===== config.mk =====
export PLATFORM = sky130hd
export DESIGN_NAME = clock_display_mux
export DESIGN_NICKNAME = d
export VERILOG_FILES = /design/src/rtl/clock_display_mux.sv
export SDC_FILE = /design/constraint.sdc
export NUM_CORES = 1
export LEC_CHECK = 0
export ABC_AREA = 1
export CAP_MARGIN = 0
export CORE_ASPECT_RATIO = 1.75
export CORE_UTILIZATION = 25
export DETAILED_ROUTE_END_ITERATION = 8
export GPL_TIMING_DRIVEN = 0
export SETUP_SLACK_MARGIN = 0.02
export SYNTH_ARGS = -nofsm -noshare
export SYNTH_HDL_FRONTEND = slang
export SYNTH_SLANG_ARGS = --single-unit

===== constraint.sdc =====
create_clock -name clk -period 3 [get_ports clk]
set_input_delay 0.45 -clock clk [delete_from_list [all_inputs] [get_ports clk]]
set_output_delay 0.45 -clock clk [all_outputs]
set_load 0.01 [all_outputs]

===== src/rtl/clock_display_mux.sv =====
// Multiplexed 4-digit MM:SS seven-segment driver with a frame-coherent input snapshot.
// Optional build macro COLON_BLINK_EN blinks the colon (dp) on seconds parity.
module clock_display_mux #(
  parameter int SCAN_DIV = 1000
) (
  input  logic       clk,
  input  logic       reset,
  input  logic [5:0] seconds,
  input  logic [5:0] minutes,
  output logic [6:0] seg,
  output logic [3:0] an,
  output logic       dp
);

  localparam logic [15:0] LAST_CNT = 16'(SCAN_DIV - 1);
  localparam logic [6:0]  SEG_DASH = 7'b0111111;
  localparam logic [6:0]  SEG_OFF  = 7'h7F;

  logic [15:0] cnt_q, cnt_d;
  logic [1:0]  dig_q, dig_d;
  logic [5:0]  snap_s_q, snap_s_d;
  logic [5:0]  snap_m_q, snap_m_d;
  logic [6:0]  seg_q, seg_d;
  logic [3:0]  an_q, an_d;
  logic        dp_q, dp_d;

  logic        slot_end;
  logic [5:0]  field;
  logic [3:0]  digit_val;
  logic [6:0]  digit_code;
  logic        colon;

  function automatic logic [6:0] encode(input logic [3:0] d);
    case (d)
      4'd0:    encode = 7'b1000000;
      4'd1:    encode = 7'b1111001;
      4'd2:    encode = 7'b0100100;
      4'd3:    encode = 7'b0110000;
      4'd4:    encode = 7'b0011001;
      4'd5:    encode = 7'b0010010;
      4'd6:    encode = 7'b0000010;
      4'd7:    encode = 7'b1111000;
      4'd8:    encode = 7'b0000000;
      4'd9:    encode = 7'b0010000;
      default: encode = SEG_OFF;
    endcase
  endfunction

  // Snapshot only at the very end of a frame so one frame never mixes two input values.
  always_comb begin
    slot_end = (cnt_q == LAST_CNT);
    cnt_d    = slot_end ? 16'd0 : cnt_q + 16'd1;
    dig_d    = slot_end ? dig_q + 2'd1 : dig_q;
    snap_s_d = snap_s_q;
    snap_m_d = snap_m_q;
    if (slot_end && dig_q == 2'd3) begin
      snap_s_d = seconds;
      snap_m_d = minutes;
    end
  end

  always_comb begin
    field      = dig_q[1] ? snap_m_q : snap_s_q;
    digit_val  = dig_q[0] ? 4'(field / 6'd10) : 4'(field % 6'd10);
    digit_code = (field > 6'd59) ? SEG_DASH : encode(digit_val);
`ifdef COLON_BLINK_EN
    colon      = snap_s_q[0];
`else
    colon      = 1'b0;
`endif
  end

  // Blank every digit for the first cycle of its slot to avoid ghosting between digits.
  always_comb begin
    seg_d = SEG_OFF;
    an_d  = 4'hF;
    dp_d  = 1'b1;
    if (cnt_q != 16'd0) begin
      seg_d = digit_code;
      an_d  = ~(4'b0001 << dig_q);
      dp_d  = (dig_q == 2'd2) ? colon : 1'b1;
    end
  end

  always_ff @(posedge clk) begin
    if (reset) begin
      cnt_q    <= 16'd0;
      dig_q    <= 2'd0;
      snap_s_q <= 6'd0;
      snap_m_q <= 6'd0;
      seg_q    <= SEG_OFF;
      an_q     <= 4'hF;
      dp_q     <= 1'b1;
    end else begin
      cnt_q    <= cnt_d;
      dig_q    <= dig_d;
      snap_s_q <= snap_s_d;
      snap_m_q <= snap_m_d;
      seg_q    <= seg_d;
      an_q     <= an_d;
      dp_q     <= dp_d;
    end
  end

  assign seg = seg_q;
  assign an  = an_q;
  assign dp  = dp_q;

endmodule


* Yosys cells after proc, flatten, opt, wreduce, memory -nomap -nowiden
Memories as Yosys holds them, arrays and structs flattened.
Cells that the tools add are included.
** Storage, ports and cells
- Bits in registers :: 42
- ROM bits :: 112
- Input port bits :: 14
- Output and inout port bits :: 12
- Memories :: 1
** Operators by class
- $add $sub $neg :: 2
- Divide/modulo/power cells :: 2
- $lt $le $gt $ge :: 1
- Eq/ne operators :: 3
- Shifts and indexed selects :: 1
- Mux-type cells :: 4
- Bitwise operators :: 2
- Reduce and logical (&&, ||, !) cells :: 5
** Memories
- (name not given) :: depth 16, bits a word 7, rd ports 1, clocked after memory_dff 0, write ports 0, line 34 : case (d)
** Operator list (number)
- $add A16 B1 Y16 const B :: 1
- $eq A16 B10 Y1 const B :: 1
- $reduce_bool A16 Y1 :: 1
- $mux W7 :: 1
- $div A6 B4 Y6 const B :: 1
- $gt A6 B6 Y1 const B :: 1
- $mod A6 B4 Y6 const B :: 1
- $mux W6 :: 1
- $eq A2 B2 Y1 const B :: 2
- $mux W4 :: 1
- $not A4 Y4 :: 1
- $reduce_or A2 Y1 :: 2
- $shl A1 B2 Y4 const A :: 1
- $reduce_or A3 Y1 :: 1
- $add A2 B1 Y2 const B :: 1
- $logic_and A1 B1 Y1 :: 1
- $mux W1 :: 1
- $not A1 Y1 :: 1

* Logic depth before layout (Yosys ltp)
Gate-level depths: netlist of the first run.
An unclocked memory read counts as a cell.
- Depth in word-level cells :: 5
- Gate-level depth with buffers :: 26
- Depth with buffers taken out :: 25

* Least setup slack after synthesis of the first run
Ideal clock, no wire load.
- Path type :: register to register
- Start :: register dig_q[1]
- End :: register seg_q[3], in the netlist seg[3]
- Arrival :: 2.376 ns
- Required time :: 2.869 ns
- Slack :: 0.493 ns
- Cell stages (with the launch flop) :: 21
- Buffers on the path :: 1
- Clock period less this slack :: 2.507 ns
- Cells stage by stage :: dfxtp_1 buf_6 nand2_2 nand2_4 inv_2 ha_1 inv_1 nand2_1 nand2_2 inv_2 nand2_2 nand3_1 nand3_2 nand2_2 nand2_2 o21ai_1 inv_1 ha_1 inv_1 nor2_1 o21ai_1
** Between the ends
- Longest elaborated chain between the ends :: 4
- Elaborated cells on any way between the ends :: 7
- Classes of those cells :: div (2); order compare (1); mux (2); reduce/logical (1); memory (1)
** RTL lines
- start: declaration :: line 20 : logic [1:0] dig_q, dig_d;
- start signal: assignment :: line 96 : dig_q <= dig_d;
- $mux W6 * :: line 63 : field = dig_q[1] ? snap_m_q : snap_s_q;
- $mod A6 B4 Y6 or $div A6 B4 Y6 (tied branches) :: line 64 : digit_val = dig_q[0] ? 4'(field / 6'd10) : 4'(field % 6'd10);
- $mux W4 :: line 64
- $mem_v2 Z16 W7
- end signal: assignment :: line 99 : seg_q <= seg_d;
- end: declaration :: line 23 : logic [6:0] seg_q, seg_d;
Every way passes the cells marked *; elsewhere a longest branch is shown, timed or not.
A chain may end at the register's enable or synchronous reset.

* Final worst setup path of the first run
Same ends and word-level chain as after synthesis.

==> key figures, run 1 <==
Route
  • DR WL/cell: 9.52 µm
  • WL final: 4190 µm
  • DRC violations left: 0
  • Initial DRC Count: 43
  • Post-DRT Antenna Nets: 0
  • DR vias: 1831
  • DR vias/cell: 4.16
  • Drt first pass iters: 4

Critical path
  • FF-to-FF setup slack: 0.32 ns
  • Worst Setup End Kind: flop
  • RR Endpoint: seg[3]$_SDFF_PP1_
  • WS Path Type: reg -> reg
  • Reg-to-reg startpoint: dig_q[1]$_SDFFE_PP0P_
  • Startpoint types: flop
  • CP max FO: 10
  • CP required: 3.15 ns
  • R2r worst-path depth: 20
  • Crit path DAT: 2.83 ns

Logic synthesis
  • Synth area leader: dfxtp_1
  • Register area share after synthesis: 37.7%
  • Top cells by count, synth: inv_1 (47), nand2_1 (46), dfxtp_1 (41)
  • Syn Area/Cell: 7.42 µm²
  • Synth unique cells: 28
  • Most common cell in the netlist: inv_1
  • Top_reg_cell synth: dfxtp_1
  • Share of the synthesized area in the top cell type: 37.7%
  • YS warnings: 0
  • Ranking of synthesized cells by area: dfxtp_1 (38%), inv_1 (8.1%), nand2_1 (7.9%)
  • Ys async rst share: 0%
  • Post-synth EDFFs: 0
  • Syn_nets: 319
  • FF+latch count, synth: 41
  • Post-synthesis cell count: 293
  • Cell Area, Synth: 2170 µm²

STA
  • Max Slew Vio Count: 0
  • Slew of the pin with the lowest slew margin: 0.459 ns
  • Min Tclk post-route: 2.68 ns
  • Fmax: 374 MHz
  • Final Hold Vio Count: 0
  • RSZ-0062 raised after global routing: false
  • # setup viols final: 0
  • Fin worst setup slack: 0.324 ns
  • Fin crit share: 89.2%
  • Slew margin rel.: 69.4%
  • Final setup skew: 0.00152 ns
  • Setup TNS: 0 ns

Clock tree
  • Postcts setup bufs: 0
  • Reg clk slew, reported paths: 0.05 ns
  • CTS tree: yes
  • Cts repair resizes: 0
  • Clk Tree Root Cell: clkbuf_16
  • Num CTS Buffers: 5
  • Hold_buf cts: 0
  • Worst skew pair latency: 0.28 ns
  • H-tree levels: 2
  • Clock sink count: 41
  • Bufs on Longest Clock Path: 2

Cells and area
  • Post-layout util: 32.4%
  • Final instance area: 2720 µm²
  • Register area: 821 µm²
  • Area Growth Syn to Fin: 24.9%
  • Fillers: 909
  • Antenna Cells: 0
  • Multi-input gate area: 1110 µm²
  • Final Net Count: 351
  • Share of layout cells above drive strength 1: 12.9%

Place
  • Place WS: 0.201 ns
  • Dpl hpwl: 3370 µm
  • Placed instance area: 2570 µm²
  • GPL Wtd Cong: 0.792
  • Port bufs: 25

Global routing
  • Total GRT Usage: 10.3%
  • First-pass GRT wire length: 7340 µm
  • Vias in the first global route: 1806
  • Largest net degree at the start of global routing: 12
  • Initial antenna violation count: 0
  • GRT Residual Overflow: 0

Die
  • IO Pins: 26
  • Initial Util: 26.0%
  • Row cnt: 44
  • Core box area: 8370 µm²
  • Die Ht: 125 µm
  • DIE AREA: 9090 µm²
  • Die width: 72.5 µm

Hold path
  • Hold path start: cnt_q[0]$_SDFF_PP0_
  • WHS Endpoint: cnt_q[0]$_SDFF_PP0_
  • Worst Hold Class: reg -> reg
  • Worst hold stages: 1

Power and ir drop
  • Peak VDD IR: 0.231 mV
  • Leak: 0.00116 µW
  • Overall Power: 1160 µW
  • Pwr/cell area: 428 nW/µm²

Flow run
  • # Max-Cap Violations: 0

Run status
  • Status: complete, no violations
-- layout by cell type, fill, tap and decap left out, drive strengths merged --
master	count
buf	2
nand2	67
nor3b	2
ha	12
o21a	3
nand4	3
clkbuf	11
inv	54
clkdlybuf4s50	25
nor4	1
o31ai	1
o211ai	1
xor2	1
a21oi	10
dfxtp	41
nor3	9
nor2	37
nand3	18
or2	1
a211oi	13
o21ai	13
-- sequential cells by signal, summed over array words and instances (netlist names) --
| signal | count |
|---|---|
| cnt_q | 16 |
| seg | 7 |
| snap_m_q | 6 |
| snap_s_q | 6 |
| an | 4 |
| dig_q | 2 |
-- cell type report --
class,count,area share (%)
multi-input cells,192,41.0
flip-flops and latches,41,30.2
repair buffers,25,9.22
inverters,54,7.74
well taps,115,5.30
clock buffers,7,5.25
plain buffers,6,1.24
-- worst max path at each step --
stage,start,end,slack (ns)
after floorplan,dig_q[1]$_SDFFE_PP0P_,seg[3]$_SDFF_PP1_,0.49
after global placement,dig_q[1]$_SDFFE_PP0P_,seg[6]$_SDFF_PP1_,0.26
after detailed placement,dig_q[1]$_SDFFE_PP0P_,seg[3]$_SDFF_PP1_,0.20
after CTS,dig_q[1]$_SDFFE_PP0P_,seg[3]$_SDFF_PP1_,0.18
after global routing,dig_q[1]$_SDFFE_PP0P_,seg[3]$_SDFF_PP1_,0.05
final,dig_q[1]$_SDFFE_PP0P_,seg[3]$_SDFF_PP1_,0.32
-- worst max-delay path: stages, from the launching register on --
cell     delay, ns
dfxtp_1       0.39
buf_6         0.19
nand2_2       0.07
nand2_4       0.08
inv_2         0.05
ha_1          0.26
inv_1         0.03
nand2_1       0.06
nand2_2       0.06
inv_2         0.07
nand2_2       0.06
nand3_1       0.09
nand3_2       0.11
nand2_2       0.11
nand2_2       0.08
o21ai_2       0.23
inv_1         0.10
ha_1          0.28
inv_1         0.04
nor2_1        0.10
o21ai_1       0.07
-- power breakdown --
group          internal [µW]  leakage, µW  switching (µW)
combinational           41.8     0.000756            33.0
clock                    326    0.0000700             199
sequential               558     0.000333            4.16
total                    926      0.00116             236
-- per-stage QoR --
stage	hold WS [ns]	std cells
finish	0.453	440
CTS	0.456	440
global placement	0.438	433
detailed placement	0.446	433
global route	0.471	440
floorplan	0.417	293
-- logic make-up (layout without fill, tap and decap cells) --
kind of cell,Yosys count,after routing,share of synthesized area (%)
buffers and inverters,60,92,11.2
XOR/XNOR,1,1,0.403
AO/OA/AOI/OAI,41,41,12.0
AND/OR/NAND/NOR,138,138,31.7
flip-flops,41,41,37.7
adder cells (fa/ha/maj),12,12,6.90
-- routing by layer --
| layer | share of wire, % | track usage [%] | wire [µm] |
|---|---|---|---|
| met1 | 43 | 9.86 | 1790 |
| met2 | 51 | 19.4 | 2150 |
| met3 | 2.9 | 2.10 | 123 |
| met4 | 2.9 | 5.77 | 121 |
| met5 | 0 | 0 | 0 |
Power figures use the tool's default switching activity.
==> inputs of run 2 (changes only) <==
--- a/config.mk
+++ b/config.mk
@@ -8,9 +8,11 @@
 export ABC_AREA = 1
 export CAP_MARGIN = 0
 export CORE_ASPECT_RATIO = 1.75
-export CORE_UTILIZATION = 25
+export CORE_UTILIZATION = 55
 export DETAILED_ROUTE_END_ITERATION = 8
 export GPL_TIMING_DRIVEN = 0
+export MAX_ROUTING_LAYER = met4
+export PLACE_DENSITY = 0.79
 export SETUP_SLACK_MARGIN = 0.02
 export SYNTH_ARGS = -nofsm -noshare
 export SYNTH_HDL_FRONTEND = slang
==> run 2 against run 1 <==
Via count rose by 2.7%; clock skew rose by 0.0032 ns; combinational power fell by 2%; largest power group unchanged; worst hold slack barely moved; setup slack improved by 0.022 ns; register-to-register slack improved by 0.02 ns; wire length fell by 3.6%; final area fell by 4.1%; non-clock buffer count did not move.
==> key figures, run 2 (same netlist as run 1, synthesis figures left out) <==
STA
  • Max Slew Vio Count: 0 (unchanged)
  • Setup TNS: 0 ns (unchanged)
  • # setup viols final: 0 (unchanged)
  • Slew margin rel.: 70.0% (was 69.4%)
  • RSZ-0062 raised after global routing: false (unchanged)
  • Fin crit share: 88.5% (was 89.2%)
  • Final Hold Vio Count: 0 (unchanged)
  • Slew of the pin with the lowest slew margin: 0.450 ns (was 0.459 ns)
  • Min Tclk post-route: 2.65 ns (was 2.68 ns)
  • Fmax: 377 MHz (was 374 MHz)
  • Final setup skew: 0.00477 ns (was 0.00152 ns)

Cells and area
  • Most frequent cells in the layout: inv_1 (47), nand2_1 (46), dfxtp_1 (41) (unchanged)
  • Largest register FFs: 16 (unchanged)
  • Reg with most FFs: cnt_q (unchanged)
  • Area Growth Syn to Fin: 19.8% (was 24.9%)
  • Commonest non-fill, non-tap cell in the layout: inv_1 (unchanged)
  • Final Net Count: 351 (unchanged)
  • Final cell count without fillers: 372 (was 440)
  • Antenna Cells: 0 (unchanged)
  • Share of layout cells above drive strength 1: 13.2% (was 12.9%)

Clock tree
  • CTS tree: yes (unchanged)
  • Worst skew pair latency: 0.29 ns (was 0.28 ns)
  • Postcts setup bufs: 0 (unchanged)
  • Reg clk slew, reported paths: 0.08 ns (was 0.05 ns)
  • Clock sink count: 41 (unchanged)
  • Bufs on Longest Clock Path: 2 (unchanged)
  • Num CTS Buffers: 5 (unchanged)
  • H-tree levels: 2 (unchanged)
  • Clk Tree Root Cell: clkbuf_8 (was clkbuf_16)

Route
  • DR vias/cell: 5.06 (was 4.16)
  • DRC violations left: 0 (unchanged)
  • DR WL/cell: 10.9 µm (was 9.52 µm)
  • Post-DRT Antenna Nets: 0 (unchanged)
  • Drt first pass iters: 4 (unchanged)
  • DR vias: 1881 (was 1831)
  • WL final: 4040 µm (was 4190 µm)
  • Initial DRC Count: 30 (was 43)

Global routing
  • Total GRT Usage: 21.3% (was 10.3%)
  • First-pass GRT wire length: 6930 µm (was 7340 µm)
  • Met1 Resource Use GR: 21.9% (was 9.86%)
  • Met3 GRT Util: 4.12% (was 2.10%)
  • GRT Residual Overflow: 0 (unchanged)
  • Global route hottest layer: met2 (unchanged)
  • Vias in the first global route: 1741 (was 1806)
  • Initial antenna violation count: 0 (unchanged)
  • Met2 Use GR: 38.2% (was 19.4%)
  • Largest net degree at the start of global routing: 14 (was 12)

Place
  • DP Cell Count: 364 (was 433)
  • Port bufs: 25 (unchanged)
  • Dpl hpwl: 3120 µm (was 3370 µm)
  • GPL Wtd Cong: 0.860 (was 0.792)

Critical path
  • Worst setup path startpoint: dig_q[1]$_SDFFE_PP0P_ (unchanged)
  • Reg-to-reg startpoint: dig_q[1]$_SDFFE_PP0P_ (unchanged)
  • CP peak stage delay: 0.37 ns (was 0.39 ns)
  • Startpoint types: flop (unchanged)
  • CP max FO: 10 (unchanged)
  • CP most frequent cell: nand2_1 (was nand2_2)
  • FF-to-FF setup slack: 0.35 ns (was 0.32 ns)
  • Worst Setup End Kind: flop (unchanged)
  • RR Endpoint: seg[3]$_SDFF_PP1_ (unchanged)
  • CP required: 3.17 ns (was 3.15 ns)
  • Cells along the critical path: buf_6 -> inv_8 -> nand2_4 -> nand2_4 -> ha_1 -> inv_1 -> nand2_1 -> nand2_2 -> inv_2 -> nand2_2 -> nand2_1 -> nand2_1 -> nand2_1 -> inv_2 -> nand2_2 -> nand2_2 -> nand2_1 -> nand3_1 -> nand2_1 -> ha_1 -> inv_1 -> nor2_1 -> o21ai_1 (was buf_6 -> nand2_2 -> nand2_4 -> inv_2 -> ha_1 -> inv_1 -> nand2_1 -> nand2_2 -> inv_2 -> nand2_2 -> nand3_1 -> nand3_2 -> nand2_2 -> nand2_2 -> o21ai_2 -> inv_1 -> ha_1 -> inv_1 -> nor2_1 -> o21ai_1)
  • Critical path endpoint: seg[3]$_SDFF_PP1_ (unchanged)
  • R2r worst-path depth: 23 (was 20)
  • WS Path Type: reg -> reg (unchanged)
  • CP max stage cell: dfxtp_1 (unchanged)
  • Crit path DAT: 2.82 ns (was 2.83 ns)

Die
  • Core box area: 3700 µm² (was 8370 µm²)
  • Die width: 49.5 µm (was 72.5 µm)
  • DIE AREA: 4220 µm² (was 9090 µm²)
  • Initial Util: 58.8% (was 26.0%)
  • IO Pins: 26 (unchanged)
  • Die Ht: 85.2 µm (was 125 µm)
  • Row cnt: 29 (was 44)

Flow run
  • # Max-Cap Violations: 0 (unchanged)

Hold path
  • Worst hold stages: 1 (unchanged)
  • Worst Hold Class: reg -> reg (unchanged)

Power and ir drop
  • Leak: 0.00115 µW (was 0.00116 µW)
  • Pwr/cell area: 413 nW/µm² (was 428 nW/µm²)
  • Peak VDD IR: 0.536 mV (was 0.231 mV)

Run status
  • Status: complete, no violations (unchanged)
[run 2: layer usage]
layer	vias to the layer above	wire length, µm
li1	991	-
met1	859	1690
met2	24	2210
met3	7	76
met4	0	69
met5	-	0
[run 2: worst min-delay path by stage]
stage / from / endpoint / slack (ns)
after floorplan: cnt_q[0]$_SDFF_PP0_ / cnt_q[0]$_SDFF_PP0_ / 0.42
after global placement: cnt_q[0]$_SDFF_PP0_ / cnt_q[0]$_SDFF_PP0_ / 0.43
after detailed placement: cnt_q[0]$_SDFF_PP0_ / cnt_q[0]$_SDFF_PP0_ / 0.44
after CTS: cnt_q[0]$_SDFF_PP0_ / cnt_q[0]$_SDFF_PP0_ / 0.46
after global routing: snap_m_q[2]$_SDFFE_PP0P_ / snap_m_q[2]$_SDFFE_PP0P_ / 0.48
final: cnt_q[0]$_SDFF_PP0_ / cnt_q[0]$_SDFF_PP0_ / 0.45
[run 2: through the flow]
step	hold WS (ns)	cell area [µm²]	utilization [%]	worst slack (ns)	total power [µW]
after CTS	0.459	2590	70.1	0.191	1090
after detailed placement	0.440	2480	67.1	0.200	649
after global routing	0.480	2610	70.4	0.0833	1120
final	0.453	2610	70.4	0.346	1080
after floorplan	0.417	2170	-	0.493	605
after global placement	0.433	2480	67.1	0.252	647
[run 2: power by group]
| part | internal (µW) | switching (µW) | total [µW] | leakage [µW] |
|---|---|---|---|---|
| logic | 41.6 | 31.8 | 73.5 | 0.000757 |
| registers | 557 | 4.45 | 562 | 0.000333 |
| clock network | 250 | 192 | 441 | 0.0000554 |
| total | 849 | 228 | 1080 | 0.00115 |
[run 2: final cells by class]
type / count / area, µm²
repair buffers: 25 / 250
flip-flops and latches: 41 / 821
plain buffers: 6 / 33.8
well taps: 46 / 57.6
inverters: 54 / 210
multi-input cells: 192 / 1120
clock inverters: 2 / 38.8
clock buffers: 6 / 72.6
fillers: 321 / 1100
[run 2: worst max-delay path, delay by kind of cell (launching register included)]
kind / cells / cell delay [ns]
AOI/OAI and AO/OA: 1 / 0.07
adders and majority gates: 2 / 0.61
buffers and inverters: 6 / 0.45
DFF: 1 / 0.37
and+or+nand+nor: 14 / 1.02
[run 2: what timing repair did]
action,in CTS,in global routing
hold buffers,0,0
endpoints found under the setup margin,0,5
hold endpoints to repair,0,0
gates resized for setup,0,2
==> inputs of run 3 (changes only) <==
--- a/config.mk
+++ b/config.mk
@@ -7,13 +7,16 @@
 export LEC_CHECK = 0
 export ABC_AREA = 1
 export CAP_MARGIN = 0
+export CELL_PAD_IN_SITES_DETAIL_PLACEMENT = 0
+export CELL_PAD_IN_SITES_GLOBAL_PLACEMENT = 2
 export CORE_ASPECT_RATIO = 1.75
-export CORE_UTILIZATION = 55
+export CORE_UTILIZATION = 32
 export DETAILED_ROUTE_END_ITERATION = 8
 export GPL_TIMING_DRIVEN = 0
 export MAX_ROUTING_LAYER = met4
-export PLACE_DENSITY = 0.79
+export PLACE_DENSITY_LB_ADDON = 0.1
 export SETUP_SLACK_MARGIN = 0.02
 export SYNTH_ARGS = -nofsm -noshare
 export SYNTH_HDL_FRONTEND = slang
 export SYNTH_SLANG_ARGS = --single-unit
+export TNS_END_PERCENT = 20
==> run 3 against run 2 <==
Clock power increased by 18%; highest routed layer unchanged; core utilization decreased by 29 points; clock skew rose by 0.0014 ns; critical endpoint is now seg[5]$_SDFF_PP1_; via count is essentially flat.
==> key figures, run 3 (same netlist as run 1, synthesis figures left out) <==
Place
  • Place WS: 0.130 ns (was 0.200 ns)
  • GPL Wtd Cong: 0.809 (was 0.860)
  • DP Cell Count: 400 (was 364)
  • Dpl hpwl: 3860 µm (was 3120 µm)
  • Port bufs: 25 (unchanged)

Cells and area
  • Final Net Count: 351 (unchanged)
  • Share of layout cells above drive strength 1: 13.2% (unchanged)
  • Largest register FFs: 16 (unchanged)
  • Area Growth Syn to Fin: 23.1% (was 19.8%)
  • Reg with most FFs: cnt_q (unchanged)
  • Most frequent cells in the layout: inv_1 (47), nand2_1 (46), dfxtp_1 (41) (unchanged)
  • Commonest non-fill, non-tap cell in the layout: inv_1 (unchanged)
  • Post-layout util: 40.9% (was 70.4%)
  • Fillers: 732 (was 321)
  • Final cell count without fillers: 408 (was 372)
  • Antenna Cells: 0 (unchanged)

Clock tree
  • Reg clk slew, reported paths: 0.06 ns (was 0.08 ns)
  • Clk Tree Root Cell: clkbuf_16 (was clkbuf_8)
  • Num CTS Buffers: 5 (unchanged)
  • Cts repair resizes: 0 (unchanged)
  • CTS tree: yes (unchanged)
  • H-tree levels: 2 (unchanged)
  • Clock sink count: 41 (unchanged)
  • Bufs on Longest Clock Path: 2 (unchanged)
  • Hold_buf cts: 0 (unchanged)
  • Postcts setup bufs: 0 (unchanged)
  • Worst skew pair latency: 0.28 ns (was 0.29 ns)

STA
  • Max Slew Vio Count: 0 (unchanged)
  • Fin crit share: 89.8% (was 88.5%)
  • Final setup skew: 0.00619 ns (was 0.00477 ns)
  • Fmax: 371 MHz (was 377 MHz)
  • Fin worst setup slack: 0.306 ns (was 0.346 ns)
  • Setup TNS: 0 ns (unchanged)
  • RSZ-0062 raised after global routing: true (was false)
  • # setup viols final: 0 (unchanged)
  • Min Tclk post-route: 2.69 ns (was 2.65 ns)
  • Slew margin rel.: 58.8% (was 70.0%)
  • Final Hold Vio Count: 0 (unchanged)
  • Slew of the pin with the lowest slew margin: 0.618 ns (was 0.450 ns)

Global routing
  • Vias in the first global route: 1918 (was 1741)
  • Total GRT Usage: 15.9% (was 21.3%)
  • First-pass GRT wire length: 8450 µm (was 6930 µm)
  • Largest net degree at the start of global routing: 13 (was 14)
  • Initial antenna violation count: 0 (unchanged)
  • GRT Residual Overflow: 0 (unchanged)

Critical path
  • FF-to-FF setup slack: 0.31 ns (was 0.35 ns)
  • Worst Setup End Kind: flop (unchanged)
  • CP max FO: 10 (unchanged)
  • CP peak stage delay: 0.38 ns (was 0.37 ns)
  • R2r worst-path depth: 24 (was 23)
  • CP required: 3.16 ns (was 3.17 ns)
  • Reg-to-reg startpoint: dig_q[1]$_SDFFE_PP0P_ (unchanged)
  • RR Endpoint: seg[5]$_SDFF_PP1_ (was seg[3]$_SDFF_PP1_)
  • CP max stage cell: dfxtp_1 (unchanged)
  • Startpoint types: flop (unchanged)
  • Crit path DAT: 2.85 ns (was 2.82 ns)
  • CP most frequent cell: nand2_1 (unchanged)
  • CP delay by family, top: simple AND/OR/NAND/NOR gates (unchanged)
  • Worst path bufs/invs: 6 (unchanged)
  • WS Path Type: reg -> reg (unchanged)
  • Cells along the critical path: buf_6 -> nand2_2 -> nand2_4 -> inv_2 -> ha_1 -> inv_1 -> nand2_1 -> nand2_2 -> inv_2 -> nand2_2 -> nand2_1 -> nand2_1 -> nand2_1 -> inv_2 -> nand2_2 -> nand2_2 -> nand2_1 -> nand3_1 -> nand2_1 -> ha_1 -> inv_1 -> nand3_1 -> nand3_1 -> nand2_1 (was buf_6 -> inv_8 -> nand2_4 -> nand2_4 -> ha_1 -> inv_1 -> nand2_1 -> nand2_2 -> inv_2 -> nand2_2 -> nand2_1 -> nand2_1 -> nand2_1 -> inv_2 -> nand2_2 -> nand2_2 -> nand2_1 -> nand3_1 -> nand2_1 -> ha_1 -> inv_1 -> nor2_1 -> o21ai_1)

Flow run
  • # Max-Cap Violations: 0 (unchanged)

Hold path
  • Worst hold stages: 1 (unchanged)
  • Hold path start: cnt_q[0]$_SDFF_PP0_ (unchanged)
  • WHS Endpoint: cnt_q[0]$_SDFF_PP0_ (unchanged)
  • Worst Hold Class: reg -> reg (unchanged)

Die
  • Die Ht: 111 µm (was 85.2 µm)
  • IO Pins: 26 (unchanged)
  • Die width: 64.3 µm (was 49.5 µm)
  • Initial Util: 33.3% (was 58.8%)
  • DIE AREA: 7140 µm² (was 4220 µm²)
  • Core box area: 6540 µm² (was 3700 µm²)
  • Row cnt: 39 (was 29)

Route
  • DRC violations left: 0 (unchanged)
  • Initial DRC Count: 51 (was 30)
  • DR WL/cell: 12.3 µm (was 10.9 µm)
  • WL final: 5000 µm (was 4040 µm)
  • Drt first pass iters: 4 (unchanged)
  • DR vias/cell: 4.61 (was 5.06)
  • Post-DRT Antenna Nets: 0 (unchanged)
  • DR vias: 1880 (was 1881)

Power and ir drop
  • Leak: 0.00116 µW (was 0.00115 µW)
  • Sw frac: 21.8% (was 21.2%)
  • Pwr/cell area: 432 nW/µm² (was 413 nW/µm²)
  • P_sw: 253 µW (was 228 µW)
  • Gate power share: 6.5% (was 6.8%)
  • Clock power frac: 44.9% (was 41.0%)
  • Peak VDD IR: 0.301 mV (was 0.536 mV)
  • Part of the power in registers: 48.6% (was 52.2%)
  • Int Pwr: 905 µW (was 849 µW)

Run status
  • Status: complete, no violations (unchanged)
==> run 3: worst max path at each step <==
stage	slack (ns)	end	from	depth (start not counted)
after CTS	0.12	seg[3]$_SDFF_PP1_	dig_q[1]$_SDFFE_PP0P_	22
final	0.31	seg[5]$_SDFF_PP1_	dig_q[1]$_SDFFE_PP0P_	24
after detailed placement	0.13	seg[3]$_SDFF_PP1_	dig_q[1]$_SDFFE_PP0P_	22
after global placement	0.11	seg[3]$_SDFF_PP1_	dig_q[1]$_SDFFE_PP0P_	22
after global routing	0.02	seg[0]$_SDFF_PP1_	dig_q[1]$_SDFFE_PP0P_	25
after floorplan	0.49	seg[3]$_SDFF_PP1_	dig_q[1]$_SDFFE_PP0P_	20
==> run 3: worst register-to-register path, cell delays in order (launching register included) <==
cell and delay, ns:
dfxtp_1 0.38, buf_6 0.19, nand2_2 0.09, nand2_4 0.09, inv_2 0.05, ha_1 0.26
inv_1 0.05, nand2_1 0.05, nand2_2 0.08, inv_2 0.04, nand2_2 0.07, nand2_1 0.08
nand2_1 0.07, nand2_1 0.05, inv_2 0.06, nand2_2 0.06, nand2_2 0.10, nand2_1 0.06
nand3_1 0.06, nand2_1 0.13, ha_1 0.22, inv_1 0.05, nand3_1 0.10, nand3_1 0.10
nand2_1 0.05
==> run 3: metrics by stage <==
step	total power [µW]	area [µm²]	hold WS [ns]
finish	1160	2680	0.444
global route	1210	2680	0.462
CTS	1180	2670	0.448
detailed placement	651	2530	0.436
global placement	651	2530	0.428
floorplan	605	2170	0.417
==> run 3: final cells by class <==
cell class | instances | area [µm²] | share of cell area (%)
repair buffers | 25 | 250 | 9.35
clock buffers | 6 | 129 | 4.81
clock inverters | 2 | 10.0 | 0.374
flip-flops and latches | 41 | 821 | 30.7
well taps | 82 | 103 | 3.83
inverters | 54 | 210 | 7.85
multi-input cells | 192 | 1120 | 41.9
plain buffers | 6 | 33.8 | 1.26
==> run 3: power groups by stage <==
stage | registers, µW | logic (µW) | clock network (µW)
after floorplan | 580 | 24.9 | 0
after global placement | 574 | 76.1 | 0
after detailed placement | 575 | 76.3 | 0
after CTS | 562 | 76.5 | 544
after global routing | 563 | 83.6 | 561
final | 562 | 75.2 | 520
==> run 3: per-layer routing <==
metal	GRT usage (%)	vias to the layer above	share of wire (%)
met3	3.40	5	2.0
met1	14.7	864	38
met5	-	-	0
met2	30.2	26	58
li1	-	985	-
met4	6.67	0	1.9
